### src/rtl/ahb_fifo_reader.sv
// AHB-Lite slave: DATA reads pop a first-word-fall-through FIFO, plus STATUS and ERRCNT registers.
// Optional empty-read timeout is enabled by defining AHB_FIFO_READER_TIMEOUT_EN.
module ahb_fifo_reader #(
  parameter int DATA_W  = 32,
  parameter int CNT_W   = 5,
  parameter int TIMEOUT = 16
) (
  input  logic              clk,
  input  logic              rst_n,
  input  logic              hsel,
  input  logic [3:0]        haddr,
  input  logic [1:0]        htrans,
  input  logic              hwrite,
  input  logic              hready,
  input  logic [DATA_W-1:0] hwdata,
  output logic [DATA_W-1:0] hrdata,
  output logic              hreadyout,
  output logic              hresp,
  output logic              fifo_rd_en,
  input  logic [DATA_W-1:0] fifo_rd_data,
  input  logic              fifo_empty,
  input  logic [CNT_W-1:0]  fifo_count
);

  typedef enum logic [1:0] {IDLE, WAIT, ERR1, ERR2} state_t;

  localparam logic [1:0] A_DATA   = 2'd0;
  localparam logic [1:0] A_STATUS = 2'd1;
  localparam logic [1:0] A_ERRCNT = 2'd2;

  state_t     state;
  logic       dp_vld;
  logic [1:0] dp_addr;
  logic       dp_write;
  logic [7:0] errcnt;

  logic take;
  logic take_err;
  logic dp_data_rd;
  logic errcnt_clr;
  logic wait_to;
  logic err_inc;
  logic unused_ok;

  assign unused_ok = &{1'b0, haddr[1:0], htrans[0], hwdata};

  assign take       = hsel && htrans[1] && hready && hreadyout;
  assign take_err   = take && (haddr[3:2] == A_DATA) && hwrite;
  assign dp_data_rd = (state == IDLE) && dp_vld && !dp_write && (dp_addr == A_DATA);
  assign errcnt_clr = (state == IDLE) && dp_vld && dp_write && (dp_addr == A_ERRCNT);

`ifdef AHB_FIFO_READER_TIMEOUT_EN
  localparam int WAIT_W = $clog2(TIMEOUT + 1);
  // Counts wait-state cycles of the current DATA read, including the first one spent in IDLE.
  logic [WAIT_W-1:0] wait_cnt;
  assign wait_to = (state == WAIT) && fifo_empty && (wait_cnt >= WAIT_W'(TIMEOUT - 1));
`else
  assign wait_to = 1'b0;
`endif

  assign err_inc = take_err || wait_to;

  always_comb begin
    hrdata     = '0;
    hreadyout  = 1'b1;
    hresp      = 1'b0;
    fifo_rd_en = 1'b0;
    case (state)
      IDLE: begin
        if (dp_vld && !dp_write) begin
          case (dp_addr)
            A_DATA: begin
              if (fifo_empty) begin
                hreadyout = 1'b0;
              end else begin
                hrdata     = fifo_rd_data;
                fifo_rd_en = 1'b1;
              end
            end
            A_STATUS: hrdata = DATA_W'({fifo_count, fifo_empty});
            A_ERRCNT: hrdata = DATA_W'(errcnt);
            default:  hrdata = '0;
          endcase
        end
      end
      WAIT: begin
        if (fifo_empty) begin
          hreadyout = 1'b0;
        end else begin
          hrdata     = fifo_rd_data;
          fifo_rd_en = 1'b1;
        end
      end
      ERR1: begin
        hreadyout = 1'b0;
        hresp     = 1'b1;
      end
      ERR2: hresp = 1'b1;
      default: hreadyout = 1'b1;
    endcase
  end

  always_ff @(posedge clk or negedge rst_n) begin
    if (!rst_n) begin
      state    <= IDLE;
      dp_vld   <= 1'b0;
      dp_addr  <= 2'd0;
      dp_write <= 1'b0;
      errcnt   <= 8'd0;
`ifdef AHB_FIFO_READER_TIMEOUT_EN
      wait_cnt <= '0;
`endif
    end else begin
      // A clear from an ERRCNT write wins over a same-cycle error.
      if (errcnt_clr) begin
        errcnt <= 8'd0;
      end else if (err_inc && (errcnt != 8'hFF)) begin
        errcnt <= errcnt + 8'd1;
      end

      case (state)
        IDLE: begin
          if (dp_data_rd && fifo_empty) begin
            state <= WAIT;
`ifdef AHB_FIFO_READER_TIMEOUT_EN
            wait_cnt <= WAIT_W'(1);
`endif
          end
        end
        WAIT: begin
          if (!fifo_empty) begin
            state <= IDLE;
          end else if (wait_to) begin
            state <= ERR1;
          end
`ifdef AHB_FIFO_READER_TIMEOUT_EN
          else begin
            wait_cnt <= wait_cnt + WAIT_W'(1);
          end
`endif
        end
        ERR1:    state <= ERR2;
        ERR2:    state <= IDLE;
        default: state <= IDLE;
      endcase

      // Address phases are taken in the same cycle the previous data phase completes.
      if (hreadyout) begin
        dp_vld <= take;
        if (take) begin
          dp_addr  <= haddr[3:2];
          dp_write <= hwrite;
          if (take_err) state <= ERR1;
        end
      end
    end
  end

endmodule
### config.mk
export PLATFORM = sky130hd
export DESIGN_NAME = ahb_fifo_reader
export DESIGN_NICKNAME = d
export VERILOG_FILES = /design/src/rtl/ahb_fifo_reader.sv
export SDC_FILE = /design/constraint.sdc
export NUM_CORES = 1
export LEC_CHECK = 0
export ABC_AREA = 1
export CAP_MARGIN = 20
export CORE_MARGIN = 4
export CORE_UTILIZATION = 30
export CTS_CLUSTER_SIZE = 40
export DETAILED_ROUTE_END_ITERATION = 8
export MAX_ROUTING_LAYER = met4
export PLACE_DENSITY = 0.76
export SLEW_MARGIN = 20
export SYNTH_ARGS = -nofsm -noshare
export SYNTH_HDL_FRONTEND = slang
export SYNTH_SLANG_ARGS = --single-unit
export TNS_END_PERCENT = 100
### constraint.sdc
create_clock -name clk -period 2 [get_ports clk]
set_clock_uncertainty 0.2 [all_clocks]
set_input_delay 0.4 -clock clk [delete_from_list [all_inputs] [get_ports clk]]
set_output_delay 0.4 -clock clk [all_outputs]
set_load 0.02 [all_outputs]
==> results.json <==
{
  "die_w_um": 75.30,
  "drt-total-wl_um": 4692,
  "start_util_pct": 30.99,
  "preCtsSetupSlack_ns": -0.6127,
  "rows": 24,
  "synth-adder-area-share_pct": 0.9208,
  "critPathLaunchType": "flip-flop",
  "critical_path_class": "reg -> out",
  "worstSetupEndpointType": "primary output",
  "dpl-instance-area_sq_mm": 0.002424,
  "synth_area_leaders": "dfrtp_1 (26%), inv_1 (12%), nand2_1 (9.7%), nor2_2 (7.8%), nand3_1 (5.9%)",
  "vias": 1642,
  "cts.sinks": 14,
  "ant_nets": 0,
  "final_cells": 362,
  "stdcell_area_sq_mm": 0.002680,
  "status": "finished with violations",
  "synth_compound_area_share_pct": 5.893,
  "ys_warn_count": 0,
  "grt_pass1_vias": 1471,
  "hold_viol": 0,
  "power_density_mw_per_mm2": 671.2,
  "cp.required_ns": 1.40,
  "yosys_most_used_dff": "dfrtp_1",
  "ys_ff_latch": 14,
  "rsz0062_at_grt": "true",
  "via_per_inst": 4.536,
  "synth_xor_area_share_pct": 3.223,
  "synthesis.nets": 275,
  "firstDrtPassIters": 4,
  "worst_pin_slew_ns": 0.2735,
  "syn_to_final_growth_pct": 97.24,
  "cts_root_buf": "clkbuf_8",
  "worstPathMaxFanout": 6,
  "synth_top_area_share_pct": 25.78,
  "synthSimpleGateAreaFrac_pct": 46.50,
  "cts_buffer_depth": 2,
  "slew_headroom_pct": 81.75,
  "synth_common_cells": "inv_1 (42), nand2_1 (35), nor2_2 (17)",
  "violations": "setup timing",
  "synth_edf_count": 0,
  "place.detailed.instances": 351,
  "core_area_sq_mm": 0.004384,
  "cap_violations": 0,
  "portBuffers": 80,
  "timing.rr.start": "dp_addr[0]$_DFFE_PN0P_",
  "cts_tree": "done",
  "synth_most_common_cell": "inv_1",
  "ir_worst_vdd_mv": 0.2734,
  "n_antenna_cell": 0,
  "final.min_clock_period_ns": 2.160,
  "wl_per_cell_um": 12.96,
  "cts_made_buffers": 3,
  "fmax_ghz": 0.4630,
  "synth_top_family_by_area": "simple AND/OR/NAND/NOR gates",
  "dp_hpwl_um": 3438,
  "drive_gt1_share_pct": 43.23,
  "whs_ns": 0.2594,
  "nets": 394,
  "cp-startpoint": "dp_addr[0]$_DFFE_PN0P_",
  "holdCritPathClass": "in -> async",
  "h-tree-depth": 1,
  "clock_latency_ns": 0.24,
  "async_flop_share_pct": 100.0,
  "antenna_found_initial": 0,
  "clk_pin_slew_ns": 0.05,
  "detail_route.iter0.violations": 44,
  "dieHeight_um": 75.30,
  "finalSetupViolations": 32,
  "fin_crit_sh_pct": 108.0,
  "io_pins": 116,
  "syn_avg_cell_area_sq_um": 7.040,
  "synth_area_leader_cell": "dfrtp_1",
  "gp_congestion": 0.8312,
  "power_uw": 1799,
  "p_leak_uw": 0.001332,
  "grt_start_max_net_pins": 17,
  "muxShareOfSynthArea_pct": 0,
  "synth_cells": 193,
  "setup_ws_ns": -0.1599,
  "syn-cell-area_sq_mm": 0.001359,
  "overflow": 0,
  "track_usage_pct": 15.07,
  "drc_errors": 0,
  "finalMaxSlewViolations": 0,
  "grt_pass1_wl_um": 6479,
  "die_area_sq_mm": 0.005670,
  "ys_types": 26,
  "cp.arrival_ns": 1.56,
  "seq_area_frac_synth_pct": 25.78
}
## cells by family after synthesis
| family | after synthesis |
|---|---|
| and+or+nand+nor | 106 |
| buffers and inverters | 53 |
| AOI/OAI and AO/OA | 14 |
| DFF | 14 |
| xor gates and xnor gates | 5 |
| adders and majority gates | 1 |
## final timing paths
check	to	slack, ns	depth (start not counted)
max in group asynchronous	dp_addr[0]$_DFFE_PN0P_	1.16	2
min	errcnt[5]$_DFFE_PN0P_	0.26	2
min in group clk	errcnt[0]$_DFFE_PN0P_	0.37	3
min reg2reg	errcnt[0]$_DFFE_PN0P_	0.37	3
max	hrdata[20]	-0.16	7
max reg2reg	errcnt[7]$_DFFE_PN0P_	0.25	9
## placed cells by master, fill, tap and decap left out, types with 3 or more instances in the layout
cell	netlist	layout
nor2_1	13	3
buf_4	0	49
dfrtp_1	14	13
nand2_2	2	8
clkdlybuf4s50_1	0	45
nand4_1	9	9
nand2_1	35	29
o21ai_1	1	7
nand4_4	2	3
inv_2	2	3
xor2_1	5	5
inv_1	42	40
nand3_4	4	4
nor2_2	17	12
buf_6	4	20
clkbuf_8	0	3
nor2_4	4	19
nand3_1	16	16
## metal layers
metal	wire length (um)	up-vias	global-route usage, %	part of all wire [%]
met5	0	-	-	0
met4	44	0	4.660	0.94
met3	588	4	3.826	13
met2	2370	71	26.85	51
met1	1689	734	16.36	36
li1	-	833	-	-
## report_power, final
| group | leakage (uW) | switching (uW) | total (uW) | internal, uW |
|---|---|---|---|---|
| sequential | 0.000184 | 49.1 | 392 | 343 |
| clock | 0.0000216 | 95.9 | 229 | 133 |
| combinational | 0.00113 | 596 | 1180 | 582 |
## registers in the layout, indices dropped and copies added (netlist names)
| name | flops |
|---|---|
| dp_addr | 2 |
| errcnt | 8 |
| dp_write | 1 |
| dp_vld | 1 |
| state | 2 |
## what timing repair did
| action | CTS | global route |
|---|---|---|
| resized for setup | 207 | 36 |
| gates cloned | 1 | 2 |
| pin swaps | 2 | 1 |
| setup endpoints to repair | 34 | 34 |
| buffers inserted | 4 | 1 |
| hold endpoints to repair | 0 | 0 |
| hold buffers | 0 | 0 |
## stage by stage
stage | setup TNS (ns) | utilization (%)
final | -3.576 | 61.13
after global placement | -18.61 | 55.28
after floorplan | 0 | -
after global routing | -5.892 | 61.13
after detailed placement | -20.14 | 55.28
after CTS | -2.670 | 56.88
## area by class of cell
| cell class | instances | area, sq um |
|---|---|---|
| Timing Repair inverter | 1 | 5.005 |
| Inverter | 47 | 191.4 |
| Tap cell | 52 | 65.06 |
| Clock buffer | 3 | 41.29 |
| Multi-Input combinational cell | 126 | 895.9 |
| Sequential cell | 14 | 351.6 |
| Timing Repair Buffer | 119 | 1130 |
| Fill cell | 361 | 1704 |
## critical path, cell delays in order, from the launching register on
cell and delay (ns):
dfrtp_2 0.42, nor2_4 0.12, nand2_2 0.06, nand2_2 0.07, nand3_4 0.17, clkbuf_16 0.24, nor2_4 0.10, buf_6 0.13
Note: power is estimated with default switching activity, not from simulation.
